**config.mk**
```make
export PLATFORM = sky130hd
export DESIGN_NAME = pdh_cmd_ctrl
export DESIGN_NICKNAME = d
export VERILOG_FILES = /design/src/rtl/pdh_cmd_ctrl.sv
export SDC_FILE = /design/constraint.sdc
export NUM_CORES = 1
export LEC_CHECK = 0
export BUFFER_PORTS_ARGS = -buffer_cell sky130_fd_sc_hd__buf_2
export CAP_MARGIN = 20
export CORE_UTILIZATION = 37
export CTS_CLUSTER_DIAMETER = 120
export CTS_CLUSTER_SIZE = 30
export DETAILED_ROUTE_END_ITERATION = 7
export HOLD_SLACK_MARGIN = 0.1
export PLACE_DENSITY = 0.56
export SLEW_MARGIN = 20
export SYNTH_ARGS = -nofsm -noshare
export SYNTH_HDL_FRONTEND = slang
export SYNTH_SLANG_ARGS = --single-unit
```
**constraint.sdc**
```tcl
create_clock -name clk -period 4.9 [get_ports clk]
set_input_delay 0.735 -clock clk [delete_from_list [all_inputs] [get_ports clk]]
set_output_delay 0.735 -clock clk [all_outputs]
set_load 0.1 [all_outputs]
```
**src/rtl/pdh_cmd_ctrl.sv**
```systemverilog
// rtl/pdh_cmd_ctrl.sv - PS command sequencer driving the pdh_core config bank
// Optional READ opcode support is enabled by defining PDH_CMD_READBACK_EN.
module pdh_cmd_ctrl #(
    parameter int NUM_REGS       = 8,
    parameter int REG_WIDTH      = 16,
    parameter int SETTLE_CYCLES  = 4,
    parameter int TIMEOUT_CYCLES = 1024
) (
    input  logic                          clk,
    input  logic                          rst_n,
    input  logic [31:0]                   axi_from_ps_i,
    output logic [31:0]                   axi_to_ps_o,
    input  logic [31:0]                   S_AXIS_tdata_i,
    input  logic                          S_AXIS_tvalid_i,
    output logic [NUM_REGS*REG_WIDTH-1:0] cfg_o,
    output logic                          cfg_wr_o,
    output logic [3:0]                    cfg_addr_o,
    output logic                          busy_o
);

    localparam logic [2:0] OP_NOP   = 3'b000;
    localparam logic [2:0] OP_WRITE = 3'b001;
    localparam logic [2:0] OP_SNAP  = 3'b011;
`ifdef PDH_CMD_READBACK_EN
    localparam logic [2:0] OP_READ  = 3'b010;
`endif

    localparam logic [2:0] ST_OK       = 3'b000;
    localparam logic [2:0] ST_BAD_OP   = 3'b001;
    localparam logic [2:0] ST_BAD_ADDR = 3'b010;
    localparam logic [2:0] ST_TIMEOUT  = 3'b011;

    localparam logic [15:0] SETTLE_LAST  = 16'(SETTLE_CYCLES - 1);
    localparam logic [15:0] TIMEOUT_LAST = 16'(TIMEOUT_CYCLES);
    localparam logic [4:0]  NUM_REGS_W   = 5'(NUM_REGS);

    typedef enum logic [1:0] {
        S_IDLE   = 2'd0,
        S_SETTLE = 2'd1,
        S_EXEC   = 2'd2,
        S_RESP   = 2'd3
    } state_t;

    state_t                             state_q, state_d;
    logic [31:0]                        sync1_q, sync2_q;
    logic [31:0]                        cmd_q, cmd_d;
    logic [15:0]                        cnt_q, cnt_d;
    logic [NUM_REGS-1:0][REG_WIDTH-1:0] cfg_q, cfg_d;
    logic                               cfg_wr_q, cfg_wr_d;
    logic [3:0]                         cfg_addr_q, cfg_addr_d;
    logic                               ack_q, ack_d;
    logic [2:0]                         status_q, status_d;
    logic [3:0]                         raddr_q, raddr_d;
    logic [15:0]                        rdata_q, rdata_d;

    logic        exec_done;
    logic [2:0]  exec_status;
    logic [15:0] exec_rdata;
    logic [2:0]  cmd_op;
    logic [3:0]  cmd_addr;
    logic [15:0] cmd_data;
    logic        addr_ok;
    logic        unused_bits;

    assign cmd_op      = cmd_q[30:28];
    assign cmd_addr    = cmd_q[27:24];
    assign cmd_data    = cmd_q[15:0];
    assign addr_ok     = {1'b0, cmd_addr} < NUM_REGS_W;
    assign unused_bits = ^{cmd_q[23:16], cmd_data};

    assign axi_to_ps_o = {ack_q, status_q, raddr_q, 8'h00, rdata_q};
    assign cfg_o       = cfg_q;
    assign cfg_wr_o    = cfg_wr_q;
    assign cfg_addr_o  = cfg_addr_q;
    assign busy_o      = (state_q != S_IDLE);

    always_comb begin
        state_d     = state_q;
        cmd_d       = cmd_q;
        cnt_d       = cnt_q;
        cfg_d       = cfg_q;
        cfg_wr_d    = 1'b0;
        cfg_addr_d  = cfg_addr_q;
        ack_d       = ack_q;
        status_d    = status_q;
        raddr_d     = raddr_q;
        rdata_d     = rdata_q;
        exec_done   = 1'b0;
        exec_status = ST_OK;
        exec_rdata  = '0;

        case (state_q)
            S_IDLE: begin
                if (sync2_q[31] != ack_q) begin
                    state_d = S_SETTLE;
                    cnt_d   = '0;
                end
            end
            S_SETTLE: begin
                if (cnt_q == SETTLE_LAST) begin
                    cmd_d   = sync2_q;
                    cnt_d   = '0;
                    state_d = S_EXEC;
                end else begin
                    cnt_d = cnt_q + 16'd1;
                end
            end
            S_EXEC: begin
                exec_done = 1'b1;
                case (cmd_op)
                    OP_NOP: begin
                        exec_status = ST_OK;
                    end
                    OP_WRITE: begin
                        if (addr_ok) begin
                            for (int i = 0; i < NUM_REGS; i++) begin
                                if (cmd_addr == i[3:0]) begin
                                    cfg_d[i] = cmd_data[REG_WIDTH-1:0];
                                end
                            end
                            cfg_wr_d                     = 1'b1;
                            cfg_addr_d                   = cmd_addr;
                            exec_rdata[REG_WIDTH-1:0]    = cmd_data[REG_WIDTH-1:0];
                        end else begin
                            exec_status = ST_BAD_ADDR;
                        end
                    end
`ifdef PDH_CMD_READBACK_EN
                    OP_READ: begin
                        if (addr_ok) begin
                            for (int i = 0; i < NUM_REGS; i++) begin
                                if (cmd_addr == i[3:0]) begin
                                    exec_rdata[REG_WIDTH-1:0] = cfg_q[i];
                                end
                            end
                        end else begin
                            exec_status = ST_BAD_ADDR;
                        end
                    end
`endif
                    OP_SNAP: begin
                        // Valid wins over timeout when both land on the same cycle
                        if (cmd_addr > 4'd1) begin
                            exec_status = ST_BAD_ADDR;
                        end else if (S_AXIS_tvalid_i) begin
                            exec_rdata = cmd_addr[0] ? S_AXIS_tdata_i[31:16] : S_AXIS_tdata_i[15:0];
                        end else if (cnt_q == TIMEOUT_LAST) begin
                            exec_status = ST_TIMEOUT;
                        end else begin
                            exec_done = 1'b0;
                            cnt_d     = cnt_q + 16'd1;
                        end
                    end
                    default: begin
                        exec_status = ST_BAD_OP;
                    end
                endcase
                if (exec_done) begin
                    status_d = exec_status;
                    raddr_d  = cmd_addr;
                    rdata_d  = exec_rdata;
                    state_d  = S_RESP;
                end
            end
            S_RESP: begin
                // Data fields settled a cycle ago; only now flip the ack
                ack_d   = cmd_q[31];
                state_d = S_IDLE;
            end
            default: begin
                state_d = S_IDLE;
            end
        endcase
    end

    always_ff @(posedge clk or negedge rst_n) begin
        if (!rst_n) begin
            state_q    <= S_IDLE;
            sync1_q    <= '0;
            sync2_q    <= '0;
            cmd_q      <= '0;
            cnt_q      <= '0;
            cfg_q      <= '0;
            cfg_wr_q   <= 1'b0;
            cfg_addr_q <= '0;
            ack_q      <= 1'b0;
            status_q   <= '0;
            raddr_q    <= '0;
            rdata_q    <= '0;
        end else begin
            state_q    <= state_d;
            sync1_q    <= axi_from_ps_i;
            sync2_q    <= sync1_q;
            cmd_q      <= cmd_d;
            cnt_q      <= cnt_d;
            cfg_q      <= cfg_d;
            cfg_wr_q   <= cfg_wr_d;
            cfg_addr_q <= cfg_addr_d;
            ack_q      <= ack_d;
            status_q   <= status_d;
            raddr_q    <= raddr_d;
            rdata_q    <= rdata_d;
        end
    end

endmodule

```
==> Word-level counts from Yosys, hierarchy flattened <==
Index checks and enable logic that the tools add are counted.
{ "totals": {"reg_bits": 271, "wordCells": 91, "inputBits": 67, "output_inout_bits": 166} }
{ "classes": {"addsub": 1, "eq_ne": 22, "n_reduce_logical": 18, "order_cmp": 2, "mux": 29} }
{ "op_table": {"columns": ["operator", "n"], "rows": [
  ["two-way mux 16 bit", 10],
  ["one-hot mux 16 bit (3 select lines)", 1],
  ["one-hot mux 16 bit (2 select lines)", 1],
  ["AND reduction 4 bit", 8],
  ["adder 16 x 1 -> 16 bit (second input constant)", 1],
  ["equality test 16 x 11 -> 1 bit (second input constant)", 1],
  ["equality test 16 x 2 -> 1 bit (second input constant)", 1],
  ["equality test 4 x 3 -> 1 bit (second input constant)", 4],
  ["two-way mux 2 bit", 7],
  ["!= test 2 bit (second input constant)", 6],
  ["equality test 4 x 2 -> 1 bit (second input constant)", 2],
  ["two-way mux 1 bit", 8],
  ["one-hot mux 2 bit (4 select lines)", 1],
  ["one-hot mux 2 bit (3 select lines)", 1],
  ["AND reduction 3 bit", 2],
  ["AND reduction 6 bit", 1],
  ["equality test 2 bit (second input constant)", 2],
  ["equality test 4 x 1 -> 1 bit (second input constant)", 1],
  ["greater-than comparator 4 x 1 -> 1 bit (second input constant)", 1],
  ["logical NOT 4 bit", 1],
  ["< comparator 4 bit (second input constant)", 1],
  ["AND reduction 2 bit", 2],
  ["equality test 3 x 1 -> 1 bit (second input constant)", 1],
  ["equality test 3 x 2 -> 1 bit (second input constant)", 1],
  ["7 further kinds", 7]
]} }

==> Depth between registers and ports, before layout <==
{ "depth": {"depth_word": 8, "ltp_mapped": 9} }

==> Worst setup path before layout <==
No wires, ideal clock.
{ "synth_timing": {"path_type": "in2reg", "start": "input port S_AXIS_tvalid_i", "end": "register cnt_q[5]", "path_slack_ns": 2.745, "stages": 6, "path_buffers": 1, "setup_ns": 0.095, "arrival_time_ns": 2.060, "t_required_ns": 4.805, "path_cell_list": "or4bb_1 nor3_2 o2bb2ai_2 nand2_2 buf_2 o31ai_1"} }
{ "synth_between": {"elab_chain_cells": 2} }
{ "synth_lines": {"columns": ["element", "line_no", "source"], "rows": [
  ["start: declaration", "14", "input logic S_AXIS_tvalid_i,"],
  ["!= test 2 bit (no source line)", null, null],
  ["AND reduction 6 bit (no source line)", null, null],
  ["end signal: assignment", "195", "cnt_q <= cnt_d;"],
  ["end: declaration", "47", "logic [15:0] cnt_q, cnt_d;"]
]} }
Every way passes these cells.
A chain may end at the register's enable or synchronous reset.

==> Worst setup path in the final report <==
{ "layout_timing": {"start": "register cmd_q[30]", "end": "register cfg_q, in the netlist cfg_o[99]"} }
{ "layout_between": {"elab_chain_cells": 2} }
{ "layout_lines": {"columns": ["element", "line_no", "source"], "rows": [
  ["start: declaration", "46", "logic [31:0] cmd_q, cmd_d;"],
  ["start signal: assignment", "194", "cmd_q <= cmd_d;"],
  ["equality test 3 x 1 -> 1 bit", "110", "case (cmd_op)"],
  ["AND reduction 4 bit (no source line)", null, null],
  ["end signal: assignment", "196", "cfg_q <= cfg_d;"],
  ["end: declaration", "48", "logic [NUM_REGS-1:0][REG_WIDTH-1:0] cfg_q, cfg_d;"]
]} }
Every way passes these cells.

==> insert_results.sql <==
INSERT INTO impl_metrics (metric_group, metric, value, unit) VALUES
('synthesis', 'yosysMostFrequentCell', 'sky130_fd_sc_hd__dfrtp_1', ''),
('worst_setup_path', 'cp-startpoint', 'cmd_q[30]', ''),
('clock_tree', 'post_cts_hold_buffer_count', '0', ''),
('detailed_routing', 'drcViolationCount', '0', ''),
('synthesis', 'synth_top_area_share', '62.9', '%'),
('worst_setup_path', 'timing.critical_path.required', '5.24', 'ns'),
('grt', 'globalRoute.busiestLayer', 'met2', ''),
('detailed_routing', 'detail-route-antenna-nets', '0', ''),
('synthesis', 'asyncSetResetFlopFracSynth', '100', '%'),
('floorplan', 'io-pin-count', '233', ''),
('clock_tree', 'cts_inserted_buffers', '12', ''),
('layout', 'post-route-cell-area', '11400', 'um^2'),
('layout', 'ant_diodes', '0', ''),
('floorplan', 'die_y', '165', 'um'),
('timing', 'fin_setup_tns', '0', 'ns'),
('placed_design', 'port_buffers', '215', ''),
('floorplan', 'placeableCoreArea', '26000', 'um^2'),
('worst_setup_path', 'worst-path-max-fanout', '18', ''),
('synthesis', 'post-synth-top-area-cell', 'sky130_fd_sc_hd__dfrtp_1', ''),
('grt', 'globalRouteOverflowTotal', '0', ''),
('synthesis', 'synth-seq-area-share', '62.9', '%'),
('grt', 'grt_pass1_wl', '35.1', 'mm'),
('synthesis', 'synth_area', '9780', 'um^2'),
('flow_run', 'max-cap-violations', '0', ''),
('timing', 'max_slew_vio_count', '0', ''),
('min_path', 'min-delay-path-class', 'in2async', ''),
('worst_setup_path', 'critical_path.slowest_cell', 'sky130_fd_sc_hd__and3_1', ''),
('timing', 'finalWorstSetupSlack', '2.07', 'ns'),
('detailed_routing', 'detail_route.first_pass.iterations', '4', ''),
('clock_tree', 'cts_resized', '0', ''),
('clock_tree', 'cts.path.max_buffers', '3', ''),
('detailed_routing', 'drt-total-wl', '22.8', 'mm'),
('grt', 'grt_antenna_before_repair', '1', ''),
('synthesis', 'synthTopCellsByCount', '246 x sky130_fd_sc_hd__dfrtp_1, 154 x sky130_fd_sc_hd__mux2_2, 41 x sky130_fd_sc_hd__nand2_1', ''),
('floorplan', 'die-area', '27100', 'um^2'),
('synthesis', 'yosys.cell_types.count', '56', ''),
('worst_setup_path', 'timing.critical_path.arrival', '3.17', 'ns'),
('worst_setup_path', 'worst_setup_path_start_kind', 'flop', ''),
('synthesis', 'yosysWarningCount', '0', ''),
('worst_setup_path', 'setup.worst_path.end', 'cfg_o[99]', ''),
('timing', 'max_slew.worst_pin.slew', '0.961', 'ns'),
('timing', 'rsz_0062_raised_after_global_routing', 'no', ''),
('detailed_routing', 'drt-initial-drc-count', '388', ''),
('timing', 'timing.max_slew.rel_slack', '36.0', '%'),
('worst_setup_path', 'endpoint_of_the_worst_register_to_register_path', 'cfg_o[99]', ''),
('synthesis', 'avgSynthCellArea', '14.5', 'um^2'),
('grt', 'global_route.usage.met3', '3.59', '%'),
('clock_tree', 'tritoncts_num_sinks', '246', ''),
('timing', 'setup_violations', '0', ''),
('floorplan', 'floorplan.initialDensity', '37.6', '%'),
('layout', 'final_util', '44.0', '%'),
('clock_tree', 'cts_setup_buffers', '0', ''),
('grt', 'grt_pass1_vias', '5916', ''),
('power_and_ir_drop', 'total_power', '3300', 'uW'),
('clock_tree', 'htree_num_levels', '1', ''),
('outcome', 'status', 'finished, final reports clean', ''),
('power_and_ir_drop', 'vdd_drop_max', '0.000285', 'V'),
('grt', 'grt_usage', '17.0', '%'),
('clock_tree', 'worst_skew_pair.late_latency', '0.49', 'ns'),
('synthesis', 'synthFlopType', 'sky130_fd_sc_hd__dfrtp_1', ''),
('detailed_routing', 'wl_per_cell', '19.0', 'um'),
('power_and_ir_drop', 'cellPowerDensity', '288', 'nW/um^2'),
('grt', 'grt_start_max_net_pins', '128', ''),
('placed_design', 'dpl_worst_slack', '2.07', 'ns'),
('clock_tree', 'clock_tree_from_tritoncts', 'done', ''),
('synthesis', 'synth.ff_latch_count', '246', ''),
('timing', 'final_hold_viol_count', '0', ''),
('timing', 'clock-skew-final', '0.0396', 'ns'),
('power_and_ir_drop', 'power.leakage', '0.00610', 'uW'),
('timing', 'fmax', '354', 'MHz'),
('placed_design', 'finalWeightedCongestion', '0.773', '');
## cells by family (layout without fill, tap and decap cells)
group	count (synthesis)	count (layout)	share of synthesized area, %
buffers and inverters	65	247	3.67
adder cells (fa/ha/maj)	7	7	0.895
XOR/XNOR	2	2	0.179
AO/OA/AOI/OAI	68	68	4.80
AND/OR/NAND/NOR	109	109	6.38
flip-flops	246	246	62.9
other	1	9	0.0383
multiplexers	177	177	21.1
## power breakdown
group | internal (uW) | switching (uW) | total [uW]
logic | 24.4 | 76.6 | 101
clock network | 492 | 652 | 1140
registers | 2050 | 5.03 | 2050
total | 2570 | 733 | 3300
## sequential cells by signal, summed over array words and instances, names as in the netlist
name	cells
cnt_q	16
cfg_o	128
cfg_wr_o	1
state_q	2
rdata_q	16
raddr_q	4
sync1_q	24
status_q	2
cfg_addr_o	4
sync2_q	24
cmd_q	24
ack_q	1
## worst max-delay path, delay by kind of cell, from the launching register on
kind / cells / cell delay [ns]
AND/OR/NAND/NOR: 4 / 1.44
flip-flops: 1 / 0.48
buffers and inverters: 1 / 0.32
multiplexers: 1 / 0.42
## cell usage in the layout, fill, tap and decap left out, types with 3 or more instances in the layout
cell type | synthesis | layout
sky130_fd_sc_hd__dfrtp_1 | 246 | 246
sky130_fd_sc_hd__buf_2 | 12 | 214
sky130_fd_sc_hd__mux2_2 | 154 | 154
sky130_fd_sc_hd__nand2_1 | 41 | 41
sky130_fd_sc_hd__o21ai_0 | 22 | 22
sky130_fd_sc_hd__mux2_4 | 20 | 20
sky130_fd_sc_hd__a22oi_1 | 17 | 17
sky130_fd_sc_hd__clkbuf_16 | 0 | 13
sky130_fd_sc_hd__inv_1 | 10 | 10
sky130_fd_sc_hd__nand4_1 | 9 | 9
sky130_fd_sc_hd__conb_1 | 1 | 9
sky130_fd_sc_hd__nor2_1 | 8 | 8
sky130_fd_sc_hd__nand3_1 | 8 | 8
sky130_fd_sc_hd__nand2_2 | 7 | 7
sky130_fd_sc_hd__ha_1 | 7 | 7
sky130_fd_sc_hd__o211ai_1 | 6 | 6
sky130_fd_sc_hd__buf_4 | 14 | 6
sky130_fd_sc_hd__and3_1 | 5 | 5
sky130_fd_sc_hd__nor2b_1 | 4 | 4
sky130_fd_sc_hd__nor3_1 | 3 | 3
sky130_fd_sc_hd__or3_1 | 3 | 3
sky130_fd_sc_hd__a21oi_1 | 3 | 3
sky130_fd_sc_hd__and4_1 | 3 | 3
sky130_fd_sc_hd__nand2b_1 | 3 | 3
sky130_fd_sc_hd__o2111ai_1 | 3 | 3
sky130_fd_sc_hd__a31oi_1 | 3 | 3
sky130_fd_sc_hd__o31ai_1 | 3 | 3
## per-stage QoR
step	hold slack [ns]	cells
after detailed placement	0.335	1185
after CTS	0.329	1199
after global placement	0.332	1185
final	0.312	1200
after floorplan	0.331	683
after global routing	0.326	1200
## layout make-up
type                            count  area [um^2]  area share (%)
Clock inverter                      1         30.0           0.262
Sequential cell                   246         6160            53.8
Tap cell                          335          419            3.66
Multi-Input combinational cell    372         3300            28.8
Timing Repair Buffer              223         1180            10.3
Inverter                           10         37.5           0.328
Clock buffer                       13          325            2.84
## how the worst min path moves through the flow
| stage | startpoint | to | slack [ns] |
|---|---|---|---|
| 6_report | rst_n | cmd_q[28] | 0.31 |
| 5_1_grt | axi_from_ps_i[12] | sync1_q[12] | 0.33 |
| 4_1_cts | axi_from_ps_i[28] | sync1_q[28] | 0.33 |
| 3_5_place_dp | sync1_q[0] | sync2_q[0] | 0.33 |
| 3_3_place_gp | sync1_q[3] | sync2_q[3] | 0.33 |
| 2_1_floorplan | sync1_q[0] | sync2_q[0] | 0.33 |
## routing by layer
layer	share of wire, %	vias up
li1	-	2730
met1	44	3005
met2	49	135
met3	5.3	20
met4	1.3	2
met5	0.057	-
Power figures use the tool's default switching activity.
